**config.mk**
```make
export PLATFORM = sky130hd
export DESIGN_NAME = branch_predictor_btb
export DESIGN_NICKNAME = d
export VERILOG_FILES = /design/src/rtl/branch_predictor_btb.sv
export SDC_FILE = /design/constraint.sdc
export NUM_CORES = 1
export LEC_CHECK = 0
export CAP_MARGIN = 20
export CELL_PAD_IN_SITES_DETAIL_PLACEMENT = 1
export CELL_PAD_IN_SITES_GLOBAL_PLACEMENT = 2
export CORE_ASPECT_RATIO = 0.6
export CORE_UTILIZATION = 49
export DETAILED_ROUTE_END_ITERATION = 8
export DONT_BUFFER_PORTS = 1
export GPL_TIMING_DRIVEN = 1
export PLACE_DENSITY = 0.88
export SLEW_MARGIN = 40
export SYNTH_ARGS = -nofsm -noshare
export SYNTH_HDL_FRONTEND = slang
export SYNTH_SLANG_ARGS = --single-unit
```
**constraint.sdc**
```tcl
create_clock -name clk_i -period 6.43 [get_ports clk_i]
set_input_delay 1.286 -clock clk_i [delete_from_list [all_inputs] [get_ports clk_i]]
set_output_delay 1.286 -clock clk_i [all_outputs]
set_load 0.1 [all_outputs]
```
**src/rtl/branch_predictor_btb.sv**
```systemverilog
// Direct-mapped branch target buffer with per-entry saturating direction
// counters. The IF stage looks up the fetch PC combinationally. A resolved
// branch from EX/MEM updates the table at the next edge, and a mispredict
// raises a combinational redirect request and bumps a saturating event counter.
module branch_predictor_btb #(
    parameter int ADDR_W  = 32,
    parameter int ENTRIES = 16,
    parameter int TAG_W   = 8,
    parameter int CTR_W   = 2
) (
    input  logic              clk_i,
    input  logic              rst_n,
    input  logic [ADDR_W-1:0] pc_i,
    output logic              pred_taken_o,
    output logic [ADDR_W-1:0] pred_target_o,
    input  logic              upd_valid_i,
    input  logic [ADDR_W-1:0] upd_pc_i,
    input  logic              upd_taken_i,
    input  logic [ADDR_W-1:0] upd_target_i,
    input  logic              upd_pred_taken_i,
    input  logic [ADDR_W-1:0] upd_pred_target_i,
    output logic              mispredict_o,
    output logic [ADDR_W-1:0] redirect_pc_o,
    input  logic              flush_all_i,
    output logic [31:0]       mispred_cnt_o
);

    localparam int IDX_W = $clog2(ENTRIES);
    localparam logic [CTR_W-1:0] CTR_MAX  = '1;
    localparam logic [CTR_W-1:0] CTR_INIT = {1'b1, {(CTR_W-1){1'b0}}};

    // Table storage; only the valid bits are reset, payload is don't-care while invalid
    logic [ENTRIES-1:0] valid_q;
    logic [ENTRIES-1:0] valid_d;
    logic [TAG_W-1:0]   tag_q [ENTRIES];
    logic [CTR_W-1:0]   ctr_q [ENTRIES];
    logic [ADDR_W-1:0]  tgt_q [ENTRIES];

    logic [31:0]        mispred_cnt_q;
    logic [31:0]        mispred_cnt_d;

    // Lookup path
    logic [IDX_W-1:0]   lk_idx;
    logic [TAG_W-1:0]   lk_tag;
    logic               lk_hit;

    assign lk_idx        = pc_i[IDX_W+1:2];
    assign lk_tag        = pc_i[TAG_W+IDX_W+1:IDX_W+2];
    assign lk_hit        = valid_q[lk_idx] && (tag_q[lk_idx] == lk_tag);
    assign pred_taken_o  = lk_hit && ctr_q[lk_idx][CTR_W-1];
    assign pred_target_o = pred_taken_o ? tgt_q[lk_idx] : pc_i + ADDR_W'(4);

    // Resolution path: mispredict/redirect are pure functions of the upd_* inputs
    assign mispredict_o  = upd_valid_i &&
                           ((upd_taken_i != upd_pred_taken_i) ||
                            (upd_taken_i && (upd_pred_target_i != upd_target_i)));
    assign redirect_pc_o = upd_taken_i ? upd_target_i : upd_pc_i + ADDR_W'(4);

    // Update path
    logic [IDX_W-1:0]   upd_idx;
    logic [TAG_W-1:0]   upd_tag;
    logic               upd_hit;
    logic [CTR_W-1:0]   upd_ctr_cur;
    logic [CTR_W-1:0]   upd_ctr_d;
    logic [ADDR_W-1:0]  upd_tgt_d;
    logic [ENTRIES-1:0] upd_we;

    assign upd_idx     = upd_pc_i[IDX_W+1:2];
    assign upd_tag     = upd_pc_i[TAG_W+IDX_W+1:IDX_W+2];
    assign upd_hit     = valid_q[upd_idx] && (tag_q[upd_idx] == upd_tag);
    assign upd_ctr_cur = ctr_q[upd_idx];

    // Next entry contents: saturating counter step on a hit, weakly-taken allocate on a taken miss
    always_comb begin
        upd_ctr_d = CTR_INIT;
        upd_tgt_d = upd_target_i;
        upd_we    = '0;
        if (upd_hit) begin
            if (upd_taken_i) begin
                upd_ctr_d = (upd_ctr_cur == CTR_MAX) ? CTR_MAX : upd_ctr_cur + CTR_W'(1);
            end else begin
                upd_ctr_d = (upd_ctr_cur == '0) ? '0 : upd_ctr_cur - CTR_W'(1);
                upd_tgt_d = tgt_q[upd_idx];
            end
        end
        // A not-taken miss leaves the table alone; flush drops any update
        if (upd_valid_i && !flush_all_i && (upd_hit || upd_taken_i)) begin
            upd_we[upd_idx] = 1'b1;
        end
    end

    // Valid bits: flush clears everything, otherwise written entries become valid
    always_comb begin
        valid_d = flush_all_i ? '0 : (valid_q | upd_we);
    end

    // Valid-bit register with synchronous active-low reset
    always_ff @(posedge clk_i) begin
        if (!rst_n) begin
            valid_q <= '0;
        end else begin
            valid_q <= valid_d;
        end
    end

    genvar gi;
    generate
        for (gi = 0; gi < ENTRIES; gi++) begin : g_entry
            // Per-entry payload write; no reset needed since the valid bit guards it
            always_ff @(posedge clk_i) begin
                if (rst_n && upd_we[gi]) begin
                    tag_q[gi] <= upd_tag;
                    ctr_q[gi] <= upd_ctr_d;
                    tgt_q[gi] <= upd_tgt_d;
                end
            end
        end
    endgenerate

    // Mispredict counter saturates at all-ones rather than wrapping
    always_comb begin
        mispred_cnt_d = mispred_cnt_q;
        if (mispredict_o && (mispred_cnt_q != 32'hFFFF_FFFF)) begin
            mispred_cnt_d = mispred_cnt_q + 32'd1;
        end
    end

    // Counter register with synchronous active-low reset
    always_ff @(posedge clk_i) begin
        if (!rst_n) begin
            mispred_cnt_q <= '0;
        end else begin
            mispred_cnt_q <= mispred_cnt_d;
        end
    end

    assign mispred_cnt_o = mispred_cnt_q;

endmodule
```
==> metrics.cfg, run 1 <==
[detailed_routing]
drc_errors=0
post_drt_wl_per_cell_um=35.8
drtPass1Iterations=5
vias=20700
ant_nets=0
drt-initial-drc-count=2547
vias_per_cell=6.95
routed_wirelength_um=107000

[synth]
ys_seq_area_share_pct=59.7
ys_ff_latch=720
syn_inst=1944
synth_top_area_cell=edfxtp_1
netlist.area_leader.share_pct=57.0
synth_most_common_cell=edfxtp_1
synth_cell_type_count=65
netlist_top_cells_count=edfxtp_1, mux4_2, nand2_1, mux2_2, clkbuf_1
syn_nets=2084
synth-edff-count=672
postSynth.asyncResetShare_pct=0
synthFlopType=edfxtp_1
synthTopCellsByArea=edfxtp_1, mux4_2, dfxtp_1
yosys_warnings=0
avgSynthCellArea_um2=18.2
synthesis.area_mm2=0.0354

[floorplanning]
die_h_um=210
start_util_pct=50.1
fp.coreArea_mm2=0.0707
num_rows=75
die_x_um=349
ios=232
die_area_mm2=0.0733

[clock_tree]
root_buffer=clkbuf_16
cts.clk_slew.worst_paths_ps=60
postCtsHoldBufs=0
cts_buffer_depth=3
clock-sinks=720
cts_max_level=3
clk_latency_ps=630
post_cts_buffers=0
cts_tree=yes
cts_buffers=69
ctsResizeCount=0

[setup_path]
critPathArrivalTime_ps=4220
cp_max_fo=164
crit_path_frequent_cell=nand4_1
crit_buf_inv=2
worstPathRequired_ps=5140
reg2reg_from=mispred_cnt_o[5]$_SDFFE_PN0P_
crit_type=primary input to primary output
end_kind=primary output
path_cells=ha_1, nand3_1, nor3_1, nand4_1, inv_1, nand4_1, nor2b_1, xnor2_1, o21ai_2, buf_4
cpPeakStageDelay_ps=710
path_delay_family=simple AND/OR/NAND/NOR gates
startpoint=upd_pc_i[2]
critPathSlowestCell=nor3_1
reg2reg_setup_slack_ps=2330
start_kind=primary input

[timing]
setup_viol=0
fin_tns_setup_ps=0
clock_skew_ps=23.0
tightest_slew_ps=824
rsz0062_at_grt=no
fin_hold_ws_ps=483
finalHoldViolCount=0
clock.fmax_mhz=182
max_slew_margin_pct=44.6
fin_crit_sh_pct=85.6
slew_violations=0
fin_crit_ps=5510

[power_and_ir_drop]
p_leak_nw=12.2
ir_worst_vdd_v=0.000219
p_per_area_mw_per_mm2=259

[place]
port_buffers=0
gp_congestion=0.840
dp_hpwl_um=65300
placed_area_mm2=0.0370

[grt]
grt_max_degree=195
grt_overflow_total=0
grt.busiest_layer=met2
use_met3_pct=6.12
antenna_found_initial=5
grt_pass1_vias=21300
gr-usage-met2_pct=46.2
grt_usage_pct=29.5
grtUsageMet1_pct=42.5
grt_pass1_wl_um=154000

[flow_run]
drv_cap=0

[final_layout]
design_area_mm2=0.0392
multi_input_area_mm2=0.0139
drive_above_1_share_pct=35.1
nNetsFinal=2098
seq_area_mm2=0.0212
fillCellCount=6197
areaGrowthSynthToFinish_pct=10.9

[min_path]
hold_path_class=flop to flop
hold_start=valid_q[9]$_SDFF_PP0_

[status]
status=completed

## flip-flops by register name, indices dropped and copies added (netlist names)
name / cells
tag_q: 128
tgt_q: 512
ctr_q: 32
mispred_cnt_o: 32
valid_q: 16
## worst paths after layout
path                            cells after the start                        endpoint
worst min-delay path                                2           valid_q[9]$_SDFF_PP0_
worst max register to register                      8  mispred_cnt_o[23]$_SDFFE_PN0P_
worst max-delay path                               10               redirect_pc_o[28]
worst min register to register                      2           valid_q[9]$_SDFF_PP0_
## where the power goes
group	switching (mW)	internal (mW)	leakage (nW)	total [mW]
logic	0.472	0.353	4.64	0.825
registers	0.0135	5.13	6.50	5.14
clock network	1.84	2.37	1.11	4.21
## kinds of logic after synthesis
family	synth area share [%]
flops	59.7
mux	28.2
simple gates	4.84
buf+inv	1.94
compound gates	2.41
xor+xnor	2.67
fa+ha+maj	0.240
## layout by cell type, fill, tap and decap left out, types with 7 or more instances in the layout
cell       synthesis  final
xor2_1            52     52
or4_1             10     10
buf_4              3     65
a21oi_1           24     24
nand2_1           97     97
edfxtp_1         672    672
clkinv_1           1     14
mux4_1            11     11
or3_1             14     14
nor4_1            11     11
clkbuf_16          0     69
dfxtp_2            0     23
nor2b_1            9      9
o211ai_1           7      7
inv_1             17     17
nand3_1           47     47
bufinv_16          0      9
mux4_2           376    376
nor2_1            52     33
o21ai_0           53     24
a22o_1             7      7
and2_1            10     10
xnor2_1           54     54
nand4_1           19     19
buf_12             0      7
o21ai_2            0     22
a22oi_1            7      7
mux2_2            65     65
o21ai_1           17     16
nor2_4             0     17
clkinv_2           0     12
and3_1            17     17
clkbuf_1          64     10
o21ai_4            0      8
dfxtp_1           48     25
mux2i_1           47     46
diode_2            0      7
## stage by stage
| stage | cells | utilization, % | setup WS, ps | power (mW) |
|---|---|---|---|---|
| final | 2982 | 55.5 | 925 | 10.2 |
| after detailed placement | 2849 | 52.3 | 1220 | 6.06 |
| after global placement | 2849 | 52.1 | 1270 | 6.03 |
| after CTS | 2975 | 55.5 | 1210 | 10.2 |
| after global routing | 2979 | 55.5 | 945 | 10.4 |
| after floorplan | 1944 | - | 37.4 | 6.01 |
## worst min-delay path: stages, from the launching register on
cell     delay, ps
dfxtp_1        330
nand2_1         60
o21ai_1         50
## per-layer routing
metal  vias to the layer above  part of all wire (%)
li1                       8205                     -
met1                     11200                    40
met2                      1133                    48
met3                       170                   8.9
met4                         2                   2.7
met5                         -                 0.012
## area by class of cell
type	instances	area share (%)
antenna	7	0.0446
clock buffer	81	4.57
clock inverter	45	1.20
inverter	18	0.172
multi-input combinational	1077	35.4
sequential	720	53.9
tap	962	3.07
timing repair buffer	72	1.60
(Power assumes the default switching activity.)
==> run 2: changes to the inputs <==
--- a/config.mk
+++ b/config.mk
@@ -13,7 +13,7 @@
 export DETAILED_ROUTE_END_ITERATION = 8
 export DONT_BUFFER_PORTS = 1
 export GPL_TIMING_DRIVEN = 1
-export PLACE_DENSITY = 0.88
+export PLACE_DENSITY_LB_ADDON = 0.2
 export SLEW_MARGIN = 40
 export SYNTH_ARGS = -nofsm -noshare
 export SYNTH_HDL_FRONTEND = slang
==> metrics.cfg, run 2 (synthesis gave the netlist of run 1 again) <==
[status]
status=completed

[final_layout]
largest_reg_flops=512  ; unchanged
top_regs=tgt_q: 512 flops, tag_q: 128 flops
final_cells=2971  ; -0.37%
nNetsFinal=2087  ; -0.52%
final_cell_mix=edfxtp_1, mux4_2, nand2_1
drive_above_1_share_pct=35.0  ; -0.092 points
areaGrowthSynthToFinish_pct=10.8  ; about the same
largest_register=tgt_q
final_common_cell=edfxtp_1
design_area_mm2=0.0392  ; about the same

[power_and_ir_drop]
ir_worst_vdd_v=0.000172  ; -21%
p_leak_nw=12.2  ; -0.26%
p_sw_mw=2.30  ; -0.81%
intPower_mw=7.83  ; -0.34%
power_frac_comb_pct=8.2  ; about the same
clkPwrFrac_pct=41.1  ; -0.3 points
swShare_pct=22.7  ; -0.082 points
pwr-share-seq_pct=50.8  ; +0.3 points
p_per_area_mw_per_mm2=258  ; -0.42%

[setup_path]
path_delay_family=multiplexers
reg2reg_from=tag_q[13][3]$_DFFE_PP_
critPathArrivalTime_ps=4270  ; +50 ps
critPathSlowestCell=mux4_2
crit_buf_inv=1  ; -1
start_kind=primary input
r2r-end=tgt_q[8][16]$_DFFE_PP_
cpPeakStageDelay_ps=690  ; -20 ps
path_cells=mux4_2, mux2i_1, xor2_1, a32oi_1, nor2_1, nand4_1, buf_4, mux2_2
crit_type=primary input to primary output
worstPathRequired_ps=5140  ; about the same
reg2reg_setup_slack_ps=2350  ; +20 ps
r2r_cells=8  ; unchanged
end_kind=primary output
cp_max_fo=171  ; +4.3%

[timing]
fin_hold_ws_ps=469  ; -13.9 ps
fin_crit_ps=5550  ; +49.9 ps
max_slew_margin_pct=42.8  ; -1.8 points
fin_tns_setup_ps=0  ; unchanged
clock_skew_ps=25.4  ; +2.41 ps
clock.fmax_mhz=180  ; -0.90%
setup_viol=0  ; unchanged
slew_violations=0  ; unchanged
finalHoldViolCount=0  ; unchanged
fin_crit_sh_pct=86.4  ; +0.78 points
rsz0062_at_grt=no
tightest_slew_ps=851  ; +26.8 ps

[min_path]
hold_start=valid_q[14]$_SDFF_PP0_
whs_endpoint=valid_q[14]$_SDFF_PP0_
hold_path_class=flop to flop
worstHoldPathCells=2  ; unchanged

[detailed_routing]
ant_nets=0  ; unchanged
vias_per_cell=6.88  ; -1.0%
drc_errors=0  ; unchanged
drt-initial-drc-count=2568  ; +0.82%
vias=20400  ; -1.4%
post_drt_wl_per_cell_um=36.2  ; +1.3%
drtPass1Iterations=5  ; unchanged
routed_wirelength_um=108000  ; +0.89%

[flow_run]
drv_cap=0  ; unchanged

[clock_tree]
postCtsHoldBufs=0  ; unchanged
cts_buffers=69  ; unchanged
root_buffer=clkbuf_16
cts.clk_slew.worst_paths_ps=70  ; about the same
clk_latency_ps=640  ; about the same
cts_buffer_depth=3  ; unchanged
ctsResizeCount=0  ; unchanged
cts_tree=yes
cts_max_level=3  ; unchanged
clock-sinks=720  ; unchanged
post_cts_buffers=0  ; unchanged

[place]
port_buffers=0  ; unchanged
dp_hpwl_um=64900  ; -0.58%
gp_congestion=0.816  ; -2.8%
dpl.cell_count=2838  ; -0.39%
placed_area_mm2=0.0370  ; about the same

[grt]
grt_pass1_vias=20900  ; -1.8%
antenna_found_initial=10  ; +5
grt_overflow_total=0  ; unchanged
grt_pass1_wl_um=154000  ; -0.47%
grt_usage_pct=29.7  ; +0.18 points
grt_max_degree=195  ; unchanged

[floorplanning]
die_h_um=210  ; unchanged
num_rows=75  ; unchanged
ios=232  ; unchanged
start_util_pct=50.1  ; unchanged
die_area_mm2=0.0733  ; unchanged
die_x_um=349  ; unchanged
fp.coreArea_mm2=0.0707  ; unchanged

==> run 2: cell count changes in the layout (fill, tap and decap cells not counted), sizes merged <==
cell,change
clkbuf,+12
buf,-11
bufinv,-3
clkinv,-3
inv,-3
diode,-2
clkinvlp,-1
==> run 2: worst max path at each step <==
stage | start | to | depth (start not counted)
5_1_grt | upd_pc_i[2] | redirect_pc_o[31] | 9
3_5_place_dp | pc_i[2] | pred_target_o[30] | 8
2_1_floorplan | upd_pc_i[2] | redirect_pc_o[21] | 10
4_1_cts | pc_i[2] | pred_target_o[30] | 8
3_3_place_gp | pc_i[2] | pred_target_o[30] | 7
6_report | pc_i[3] | pred_target_o[28] | 8
==> run 2: worst min-delay path, delay by kind of cell (launching register included) <==
kind / cells / cell delay [ps]
flip-flops: 1 / 320
AO/OA/AOI/OAI: 1 / 50
AND/OR/NAND/NOR: 1 / 50
==> run 2: cell type report <==
type / count / area [µm²]
fill: 6197 / 31400
sequential: 720 / 21200
multi-input combinational: 1077 / 13900
clock buffer: 93 / 1910
tap: 962 / 1200
timing repair buffer: 61 / 603
clock inverter: 35 / 344
inverter: 18 / 67.6
antenna: 5 / 12.5
==> run 2: metrics by stage <==
step                setup WS, ps  utilization [%]  power [mW]
finish                       875             55.5        10.1
floorplan                   37.4                -        6.01
global placement            1210             52.1        6.05
CTS                         1180             55.5        10.2
detailed placement          1190             52.3        6.07
global route                1070             55.5        10.4
==> run 2: routing by layer <==
layer,global-route usage (%),vias up,part of all wire (%)
met5,0,-,0.012
met4,6.61,2,1.8
met3,6.55,136,9.3
met2,44.7,1014,46
met1,44.7,11100,43
li1,-,8183,-
==> run 2: power groups by stage <==
stage,logic (mW),clock network [mW],registers (mW)
floorplan,0.767,0,5.25
global placement,0.807,0,5.24
detailed placement,0.825,0,5.24
CTS,0.828,4.22,5.14
global route,0.860,4.37,5.14
finish,0.831,4.16,5.14
